[src/rtl/fib_datapath.sv]
// rtl/fib_datapath.sv - sixteen-register ALU datapath with registered flags and readout port
module fib_datapath (
  input  logic        clk,
  input  logic        reset,
  input  logic [15:0] RegEnable,
  input  logic [3:0]  MuxControlA,
  input  logic [3:0]  MuxControlB,
  input  logic        MuxControlC,
  input  logic [15:0] AluControl,
  input  logic [3:0]  rd_sel,
  output logic [15:0] rd_data,
  output logic [15:0] alu_out,
  output logic [4:0]  flags,
  output logic [15:0] result_q
);

  localparam logic [3:0] OP_AND = 4'b0001;
  localparam logic [3:0] OP_OR  = 4'b0010;
  localparam logic [3:0] OP_XOR = 4'b0011;
  localparam logic [3:0] OP_LSH = 4'b0100;
  localparam logic [3:0] OP_ADD = 4'b0101;
  localparam logic [3:0] OP_SUB = 4'b1001;
  localparam logic [3:0] OP_CMP = 4'b1011;
  localparam logic [3:0] OP_MOV = 4'b1101;

  logic [15:0] regs [16];
  logic [15:0] op_a;
  logic [15:0] op_b;
  logic [15:0] imm_ext;
  logic [3:0]  op;
  logic [16:0] sum;
  logic [16:0] diff;
  logic        writes;
  logic [4:0]  flags_next;

  assign op      = AluControl[7:4];
  assign imm_ext = {{8{AluControl[15]}}, AluControl[15:8]};
  assign op_a    = regs[MuxControlA];
  assign op_b    = MuxControlC ? imm_ext : regs[MuxControlB];
  assign rd_data = regs[rd_sel];

  // Zero-extended 17-bit forms: bit 16 is carry for ADD, borrow (A < B) for SUB/CMP.
  assign sum  = {1'b0, op_a} + {1'b0, op_b};
  assign diff = {1'b0, op_a} - {1'b0, op_b};

  always_comb begin
    alu_out    = '0;
    writes     = 1'b1;
    flags_next = flags;
    case (op)
      OP_ADD: begin
        alu_out    = sum[15:0];
        flags_next = {sum[16], 1'b0,
                      (op_a[15] == op_b[15]) && (sum[15] != op_a[15]),
                      sum[15:0] == 16'd0, sum[15]};
      end
      OP_SUB, OP_CMP: begin
        alu_out    = diff[15:0];
        writes     = (op == OP_SUB);
        flags_next = {diff[16], diff[16],
                      (op_a[15] != op_b[15]) && (diff[15] != op_a[15]),
                      diff[15:0] == 16'd0, diff[15]};
      end
      OP_AND: alu_out = op_a & op_b;
      OP_OR:  alu_out = op_a | op_b;
      OP_XOR: alu_out = op_a ^ op_b;
      OP_MOV: alu_out = op_b;
      OP_LSH: alu_out = op_b[4] ? (op_a >> op_b[3:0]) : (op_a << op_b[3:0]);
      default: writes = 1'b0;
    endcase
  end

  always_ff @(posedge clk) begin
    if (reset) begin
      for (int i = 0; i < 16; i++) regs[i] <= '0;
      flags    <= '0;
      result_q <= '0;
    end else begin
      flags <= flags_next;
      if (writes) begin
        for (int i = 0; i < 16; i++)
          if (RegEnable[i]) regs[i] <= alu_out;
        if (RegEnable != 16'd0) result_q <= alu_out;
      end
    end
  end

endmodule

[config.mk]
export PLATFORM = sky130hd
export DESIGN_NAME = fib_datapath
export DESIGN_NICKNAME = d
export VERILOG_FILES = /design/src/rtl/fib_datapath.sv
export SDC_FILE = /design/constraint.sdc
export NUM_CORES = 1
export LEC_CHECK = 0
export ABC_AREA = 1
export CORE_ASPECT_RATIO = 1.25
export CORE_MARGIN = 8
export CORE_UTILIZATION = 45
export CTS_CLUSTER_DIAMETER = 40
export DETAILED_ROUTE_END_ITERATION = 16
export PLACE_DENSITY = 0.65
export SYNTH_ARGS = -nofsm -noshare
export SYNTH_HDL_FRONTEND = slang
export SYNTH_SLANG_ARGS = --single-unit
export TNS_END_PERCENT = 5
[constraint.sdc]
create_clock -name clk -period 5.25 [get_ports clk]
set_clock_uncertainty 0.1 [all_clocks]
set_input_delay 1.05 -clock clk [delete_from_list [all_inputs] [get_ports clk]]
set_output_delay 1.05 -clock clk [all_outputs]
set_load 0.05 [all_outputs]
# Word level (Yosys, flattened, before mapping)
# Memories as Yosys holds them, arrays and structs flattened.
# Cells that the tools add are included.
[op_classes]
n_addsub = 2
multipliers = 0
div = 0
n_lt_le_gt_ge = 0
n_eq_ne = 12
shift = 2
muxes = 87
bitwise = 19
n_reduce_logical = 9
[ops]
columns = ["operator", "n"]
rows = [
  ["$mux W16", 18],
  ["$pmux W16 S7", 1],
  ["$mux W1", 66],
  ["$logic_not A16 Y1", 2],
  ["$add A16 B16 Y17", 1],
  ["$sub A16 B16 Y17", 1],
  ["$and A16 B16 Y16", 1],
  ["$or A1 B1 Y1", 16],
  ["$or A16 B16 Y16", 1],
  ["$reduce_bool A16 Y1", 1],
  ["$shl A16 B4 Y16", 1],
  ["$shr A16 B4 Y16", 1],
  ["$xor A16 B16 Y16", 1],
  ["$eq A4 B4 Y1 const B", 3],
  ["$pmux W5 S2", 1],
  ["$eq A4 B2 Y1 const B", 2],
  ["$eq A4 B3 Y1 const B", 2],
  ["$reduce_or A6 Y1", 1],
  ["$eq A4 B1 Y1 const B", 1],
  ["$ne A1 B1 Y1", 3],
  ["$logic_and A1 B1 Y1", 2],
  ["$pmux W1 S2", 1],
  ["$reduce_and A2 Y1", 1],
  ["$reduce_bool A2 Y1", 1],
  ["2 further kinds", 2],
]
[word_totals]
register_bits = 21
latchBits = 0
mem_bits_rw = 256
mem_bits_ro = 0
input_bits = 47
output_inout_bits = 53
word_cells = 134
n_memories = 1
[mem_list]
columns = ["name", "depth", "word_bits", "rd", "rd_ports_with_merged_regs", "wr", "line", "source"]
rows = [
  ["regs", 16, 16, 3, 0, 16, "26", "logic [15:0] regs [16];"],
]

# Depth between registers and ports, before layout
# Gate-level depths: netlist of run 1.
[logic_depth]
word_depth = 7
mapped_depth = 31
ltp_nobuf = 28

# Least setup slack after synthesis of run 1
# No wires, ideal clock.
[synth_timing]
path_type = "input port to output port"
start = "in MuxControlB[0]"
end = "out alu_out[15]"
arrival_ns = 4.135
required_ns = 4.100
slack_ns = -0.035
path_stages = 26
path_buffers = 6
path_cell_list = "buf_6 > inv_6 > buf_6 > buf_6 > o21ai_0 > o211ai_1 > nand3_1 > nand2_1 > nand2_2 > nand2_4 > inv_4 > buf_4 > ha_1 > clkbuf_1 > nand2_1 > inv_1 > a21boi_0 > o21ai_0 > nand3_1 > nand2_1 > nand2_1 > nand2_1 > nor2_1 > nor2_1 > nand3_2 > buf_4"
[synth_between]
elab_chain_cells = 5
word_cells_on_any_way = 11
classes_between = "add/sub: 2; shift: 2; mux: 3; bitwise: 3; memory: 1"
[synth_lines]
columns = ["element", "line", "source"]
rows = [
  ["from (decl)", "7", "input logic [3:0] MuxControlB,"],
  ["$mem_v2 Z16 W16 (*)", "n/a", ""],
  ["$mux W16 (*)", "39", "assign op_b = MuxControlC ? imm_ext : regs[MuxControlB];"],
  ["branches (longest 2 deep; another with $sub A16 B16 Y17)", "n/a", ""],
  ["$pmux W16 S7 (*)", "50", "case (op)"],
  ["to (decl)", "12", "output logic [15:0] alu_out,"],
]
# Mark *: on every way between the ends.

# Worst setup path after layout of run 1
[layout_timing]
start = "in MuxControlB[0]"
end = "out alu_out[14]"
# Same word-level chain as after synthesis.

==> summary.txt, run 1 <==
result of the run: complete, but fails checks
failing checks: setup timing
final-report setup violation count: 9
Antenna diodes: 0
fraction of the cycle the final worst path needs: 102.6%
share of flip-flops with an asynchronous set or reset after synthesis: 0%
sinks on the clock net: 277
starting density of the core: 45.34%
clk slew on worst S/H paths: 0.05 ns
post-route worst setup slack: -0.1378 ns
slack of the worst reg-to-reg path: 1.19 ns
worst hold path type: reg -> reg
CP arrival: 4.24 ns
DP Wirelength: 63.96 mm
portion of the post-synthesis area used by sequential elements: 38.05%
post-route core utilization: 60.46%
global-route wire length before repair: 133.7 mm
PwrDens: 317.3 mW/mm²
weighted congestion reported at the end of routability-driven placement: 1.010
Worst setup SP type: input pin
Synth top area share: 36.08%
worst reg-to-reg path cell count: 28
remaining number of nets flagged by the antenna check after routing: 0
required time at the endpoint of the critical path: 4.10 ns
flip-flop and latch area: 0.008108 mm²
post-route DRC violation count: 0
number of vias after detailed routing: 23710
most common cell type on the critical path: buf_12
combined area of all synthesized cells: 0.02131 mm²
minimum clock period: 5.388 ns
CTS buffer count: 39
number of flops mapped to enable cells by yosys: 256
count of placed standard cells in the final layout, fillers left out: 3906
number of hold violations in the final report: 0
placeable core area: 0.04699 mm²
final sum of negative setup slack: -0.6652 ns
initial antenna violation count: 0
Netlist cell types: 51
wire length per cell: 22.95 µm
Worst Hold Endpoint: flags[1]
cell row count: 89
total track usage: 31.73%
number of placed I/O pins: 100
number of warnings printed during yosys synthesis: 0
share of cells above drive strength 1: 26.71%
post-layout power: 9.017 mW
RSZ-0062 raised after global routing: true
TritonCTS clock tree: done
ordered cell list for the critical path: buf_16, buf_12, buf_12, buf_12, o211ai_1, nand3_1, nand3_2, nand2_2, a21oi_2, ha_1, buf_6, a21oi_4, o21ai_4, buf_4, a211oi_2, nand2_1, xor2_2, or2_2, nand3_2, buf_8
setup slack at placement: -0.6679 ns
number of max-capacitance violations reported: 0
buffer cell driving the clock tree root: clkbuf_16
static leakage: 12.09 nW
final-stage net count: 3337
relative slew slack: 13.57%
largest driver fanout on the critical path: 11
die extent in x: 210.6 µm
worst-path cell with the longest stage delay: or2_2
Max Clk Rate: 185.6 MHz
remaining global-route overflow: 0
cell with the most instances after synthesis: nand2_1
total count of max-transition violations in the final report: 0
footprint of the multi-input gates: 0.01182 mm²
number of fillers in the final layout: 4198
Worst-Skew Late Latency: 0.57 ns
via count of the first global-routing pass: 22890
slew at the pin closest to its max-slew limit: 1.293 ns
reg-to-reg critical path endpoint: flags[1]
largest net degree at the start of global routing: 46
area added between synthesis and finish: 33.36%
largest vdd supply drop: 280.2 µV
Mean Syn Cell Area: 7.398 µm²
Critical Path Max Stage Delay: 0.30 ns
start-to-end type of the worst setup path: in -> out
Die H: 259.3 µm
launch point of the worst reg-to-reg path: regs[9][7]
cell types occupying the most area after synthesis: edfxtp_1 (36%), nand3_1 (9.7%), nand2_1 (9.1%), o21ai_0 (7.1%), a21oi_1 (4.8%)
number of standard cells after synthesis: 2880
register bit count reported by yosys: 277
Critical Path Sink Type: primary output
Placed Cells: 3783
number of DRC markers after the initial detailed-route iteration: 2720
routed vias/inst: 6.070
Die Outline Area: 0.05461 mm²
deepest clock path buffer count: 3
Pre-Repair DR Iteration Count: 6
number of port buffers: 95
H-tree lvl count: 2
Mapped Nets: 2979
top cell type by total area after synthesis: edfxtp_1
number of instances on the worst hold path: 2
cell types with the highest counts after synthesis: nand2_1 (518), nand3_1 (414), o21ai_0 (304)
Routed Wire Length: 89.63 mm
most used flip-flop cell after synthesis: edfxtp_1
worst min-delay path startpoint: flags[1]
worst max path at each step:
stage,start,endpoint,cells past startpoint
after floorplan,MuxControlB[0],alu_out[14],26
after global placement,MuxControlA[2],alu_out[12],20
after detailed placement,MuxControlA[2],alu_out[12],21
after CTS,MuxControlB[0],alu_out[12],21
after global routing,MuxControlB[0],alu_out[15],24
final,MuxControlB[0],alu_out[14],20
sequential cells by signal (all words and copies together), names as in the netlist:
name	flops
regs	256
result_q	16
flags	5
metrics by stage:
stage | hold WS, ns | cell area [µm²]
detailed placement | 0.3577 | 25460
finish | 0.3742 | 28410
global route | 0.4123 | 28410
floorplan | 0.5856 | 21310
global placement | 0.3569 | 25460
CTS | 0.3710 | 28010
kinds of logic after synthesis:
group,after synthesis,share of synthesized area (%)
DFF,277,38.05
xor gates and xnor gates,25,1.028
and+or+nand+nor,1330,27.88
AOI/OAI and AO/OA,716,19.20
adders and majority gates,52,3.124
buffers and inverters,480,10.71
critical path, delay by kind of cell:
kind / cells / cell delay [ns]
buf+inv: 7 / 1.05
compound gates: 5 / 0.84
simple gates: 6 / 0.82
fa+ha+maj: 1 / 0.28
xor+xnor: 1 / 0.17
cells in the final DEF, fill, tap and decap left out, drive strengths merged, types with 33 or more instances in the layout:
cell           count
a21oi            211
buf              480
ha                50
o21ai            330
o211ai            99
clkdlybuf4s50     53
o221ai            33
edfxtp           256
inv              266
nand3            417
clkbuf            41
nand2            555
nor2             326
final cells by class:
cell class                 instances  area share [%]
sequential                       277           28.53
timing repair buffer             538           18.80
inverter                         259           3.571
tap                              637           2.805
multi-input combinational       2123           41.58
clock buffer                      41           3.461
clock inverter                    31           1.246
where the power goes:
| part | switching (mW) | total, mW | internal (mW) |
|---|---|---|---|
| registers | 0.127 | 2.78 | 2.65 |
| clock network | 1.14 | 2.71 | 1.57 |
| logic | 2.08 | 3.54 | 1.46 |
| total | 3.34 | 9.02 | 5.67 |
timing repair:
item,4_1_cts,5_1_grt
gates cloned,8,0
gates resized for setup,208,84
pin swaps,65,72
buffers inserted,33,10
hold buffers,0,0
endpoints found under the setup margin,14,15
per-layer routing:
| metal | vias up | part of all wire, % | track usage, % |
|---|---|---|---|
| met5 | - | 0 | 0 |
| met2 | 1660 | 46 | 51.96 |
| met1 | 11040 | 36 | 37.49 |
| li1 | 10630 | - | - |
| met3 | 383 | 9.9 | 5.326 |
| met4 | 0 | 8.0 | 22.62 |
Note: power is estimated with default switching activity, not from simulation.
==> inputs of run 2 (changes only) <==
--- a/config.mk
+++ b/config.mk
@@ -11,6 +11,7 @@
 export CORE_UTILIZATION = 45
 export CTS_CLUSTER_DIAMETER = 40
 export DETAILED_ROUTE_END_ITERATION = 16
+export GPL_ROUTABILITY_DRIVEN = 1
 export PLACE_DENSITY = 0.65
 export SYNTH_ARGS = -nofsm -noshare
 export SYNTH_HDL_FRONTEND = slang
==> constraint.sdc (replaced) <==
create_clock -name clk -period 4.8 [get_ports clk]
set_clock_uncertainty 0.1 [all_clocks]
set_input_delay 0.96 -clock clk [delete_from_list [all_inputs] [get_ports clk]]
set_output_delay 0.96 -clock clk [all_outputs]
set_load 0.05 [all_outputs]
==> run 2 against run 1 <==
  * The flow still finishes with violations (setup timing)
  * Cell count grew 0.56%
  * Core utilization grew 1.1 points
  * Design area grew 1.8%
  * Register-to-register slack worse by 0.42 ns
==> summary.txt, run 2 (synthesis gave the netlist of run 1 again) <==
number of placed I/O pins: 100 (unchanged)
commonest cells after routing, fill and taps aside: nand2_1 (473), buf_4 (393), nand3_1 (388), o21ai_0 (259), edfxtp_1 (256)
starting density of the core: 45.34% (unchanged)
post-route DRC violation count: 0 (unchanged)
worst reg-to-reg path cell count: 32 (+14%)
routed vias/inst: 6.036 (-0.56%)
final sum of negative setup slack: -4.184 ns (-3.518 ns)
start-to-end type of the worst setup path: in -> out
total track usage: 31.65% (-0.076 points)
fraction of the cycle the final worst path needs: 108.6%
final-report setup violation count: 14 (+5)
clk slew on worst S/H paths: 0.05 ns (about the same)
largest net degree at the start of global routing: 80 (+74%)
slack of the worst reg-to-reg path: 0.77 ns (-0.42 ns)
post-route worst setup slack: -0.4118 ns (-0.2740 ns)
relative slew slack: 28.70% (+15 points)
number of instances on the worst hold path: 2 (unchanged)
flip-flop and latch area: 0.008108 mm² (unchanged)
global-route wire length before repair: 133.2 mm (-0.40%)
number of hold violations in the final report: 0 (unchanged)
static leakage: 12.29 nW (+1.6%)
launch point of the worst reg-to-reg path: regs[12][1]
number of max-capacitance violations reported: 0 (unchanged)
via count of the first global-routing pass: 22470 (-1.9%)
slew at the pin closest to its max-slew limit: 1.067 ns (-0.2264 ns)
die extent in x: 210.6 µm (unchanged)
worst min-delay path startpoint: flags[3]
Worst Hold Endpoint: flags[3]
number of fillers in the final layout: 4106 (-2.2%)
RSZ-0062 raised after global routing: true
PwrDens: 343.7 mW/mm² (+8.3%)
weighted congestion reported at the end of routability-driven placement: 0.9819 (-2.7%)
ordered cell list for the critical path: clkbuf_4, inv_8, buf_12, buf_12, nand2_1, o211ai_1, nand3_1, nand3_1, nand2_2, inv_1, ha_4, buf_4, a21oi_1, o21ai_2, nand3b_1, nand2_1, nand3_2, xor2_2, nor2_1, nor2_2, nand2_4, buf_8
Die H: 259.3 µm (unchanged)
Pre-Repair DR Iteration Count: 8 (+2)
final-stage net count: 3362 (+0.75%)
largest vdd supply drop: 290.0 µV (+3.5%)
sinks on the clock net: 277 (unchanged)
cell area after placement: 0.02568 mm² (+0.86%)
required time at the endpoint of the critical path: 3.74 ns (-0.36 ns)
DP Wirelength: 63.52 mm (-0.68%)
most flop-heavy register: regs
minimum clock period: 5.212 ns
Worst setup SP type: input pin
H-tree lvl count: 2 (unchanged)
Non-Filler Cell Area, Final: 0.02893 mm² (+1.8%)
Antenna diodes: 0 (unchanged)
count of hold-fix buffers inserted at cts: 0 (unchanged)
result of the run: complete, but fails checks
TritonCTS clock tree: done
number of port buffers: 95 (unchanged)
CP arrival: 4.15 ns (-0.09 ns)
worst hold path type: reg -> reg
worst-path cell with the longest stage delay: nand3b_1
buffer cell driving the clock tree root: clkbuf_16
placeable core area: 0.04699 mm² (unchanged)
Placed Cells: 3794 (+0.29%)
remaining global-route overflow: 0 (unchanged)
wire length per cell: 23.26 µm (+1.4%)
failing checks: setup timing
Critical Path Sink Type: primary output
Max Clk Rate: 191.9 MHz
initial antenna violation count: 0 (unchanged)
post-route core utilization: 61.56% (+1.1 points)
Critical Path Max Stage Delay: 0.25 ns (-0.05 ns)
total count of max-transition violations in the final report: 0 (unchanged)
cell row count: 89 (unchanged)
remaining number of nets flagged by the antenna check after routing: 0 (unchanged)
Worst-Skew Late Latency: 0.57 ns (about the same)
reg-to-reg critical path endpoint: flags[1]
most common library cell in the layout ignoring fill and taps: nand2_1
number of DRC markers after the initial detailed-route iteration: 2766 (+1.7%)
footprint of the multi-input gates: 0.01197 mm² (+1.3%)
Routed Wire Length: 91.37 mm (+1.9%)
biggest regs: regs: 256 flops, result_q: 16 flops, flags: 5 flops
CTS buffer count: 40 (+2.6%)
Die Outline Area: 0.05461 mm² (unchanged)
deepest clock path buffer count: 3 (unchanged)
area added between synthesis and finish: 35.78%
count of placed standard cells in the final layout, fillers left out: 3928 (+0.56%)
largest driver fanout on the critical path: 24 (+13)
flip-flop count of the largest register after layout: 256 (unchanged)
number of vias after detailed routing: 23710 (unchanged)
share of cells above drive strength 1: 28.05% (+1.3 points)
==> run 2: final cells by class <==
class	count	share of cell area, %
Clock inverter	26	1.029
Inverter	259	3.560
Tap cell	637	2.755
Multi-Input combinational cell	2123	41.37
Timing Repair inverter	1	0.03028
Timing Repair Buffer	561	19.72
Clock buffer	44	3.512
Sequential cell	277	28.03
==> run 2: routing by layer <==
layer	global-route usage [%]	vias up	share of wire (%)
li1	-	10680	-
met1	38.19	11010	36
met2	51.84	1640	47
met3	6.522	376	10
met4	18.59	0	6.9
met5	0	-	0
==> run 2: worst max path at each step <==
| stage | from | end |
|---|---|---|
| floorplan | MuxControlB[0] | alu_out[14] |
| global placement | MuxControlA[2] | alu_out[13] |
| detailed placement | MuxControlA[2] | alu_out[13] |
| CTS | MuxControlA[0] | alu_out[14] |
| global route | MuxControlB[0] | alu_out[12] |
| finish | MuxControlA[0] | alu_out[12] |
==> run 2: repair_timing <==
| action | CTS | global route |
|---|---|---|
| resized for setup | 108 | 213 |
| hold endpoints to repair | 0 | 0 |
| buffers inserted | 25 | 24 |
| endpoints found under the setup margin | 15 | 16 |
| gates cloned | 4 | 13 |
| pin swaps | 35 | 113 |
==> run 2: worst max-delay path, delay by kind of cell <==
kind | cells | cell delay, ns
AND/OR/NAND/NOR | 10 | 1.28
buffers and inverters | 7 | 1.07
AO/OA/AOI/OAI | 3 | 0.39
adder cells (fa/ha/maj) | 1 | 0.23
XOR/XNOR | 1 | 0.19
==> run 2: through the flow <==
step / setup WS, ns / hold slack, ns / power [mW]
finish: -0.4118 / 0.3796 / 9.942
global route: -0.5646 / 0.4056 / 10.32
CTS: -0.3829 / 0.3839 / 9.609
detailed placement: -0.8728 / 0.3730 / 6.463
global placement: -0.8405 / 0.3593 / 6.431
floorplan: -0.09793 / 0.5856 / 4.857
==> run 2: power by group <==
group	total, mW	switching (mW)	internal (mW)
clock	2.94	1.17	1.77
sequential	3.04	0.144	2.90
combinational	3.96	2.30	1.65
total	9.94	3.62	6.32
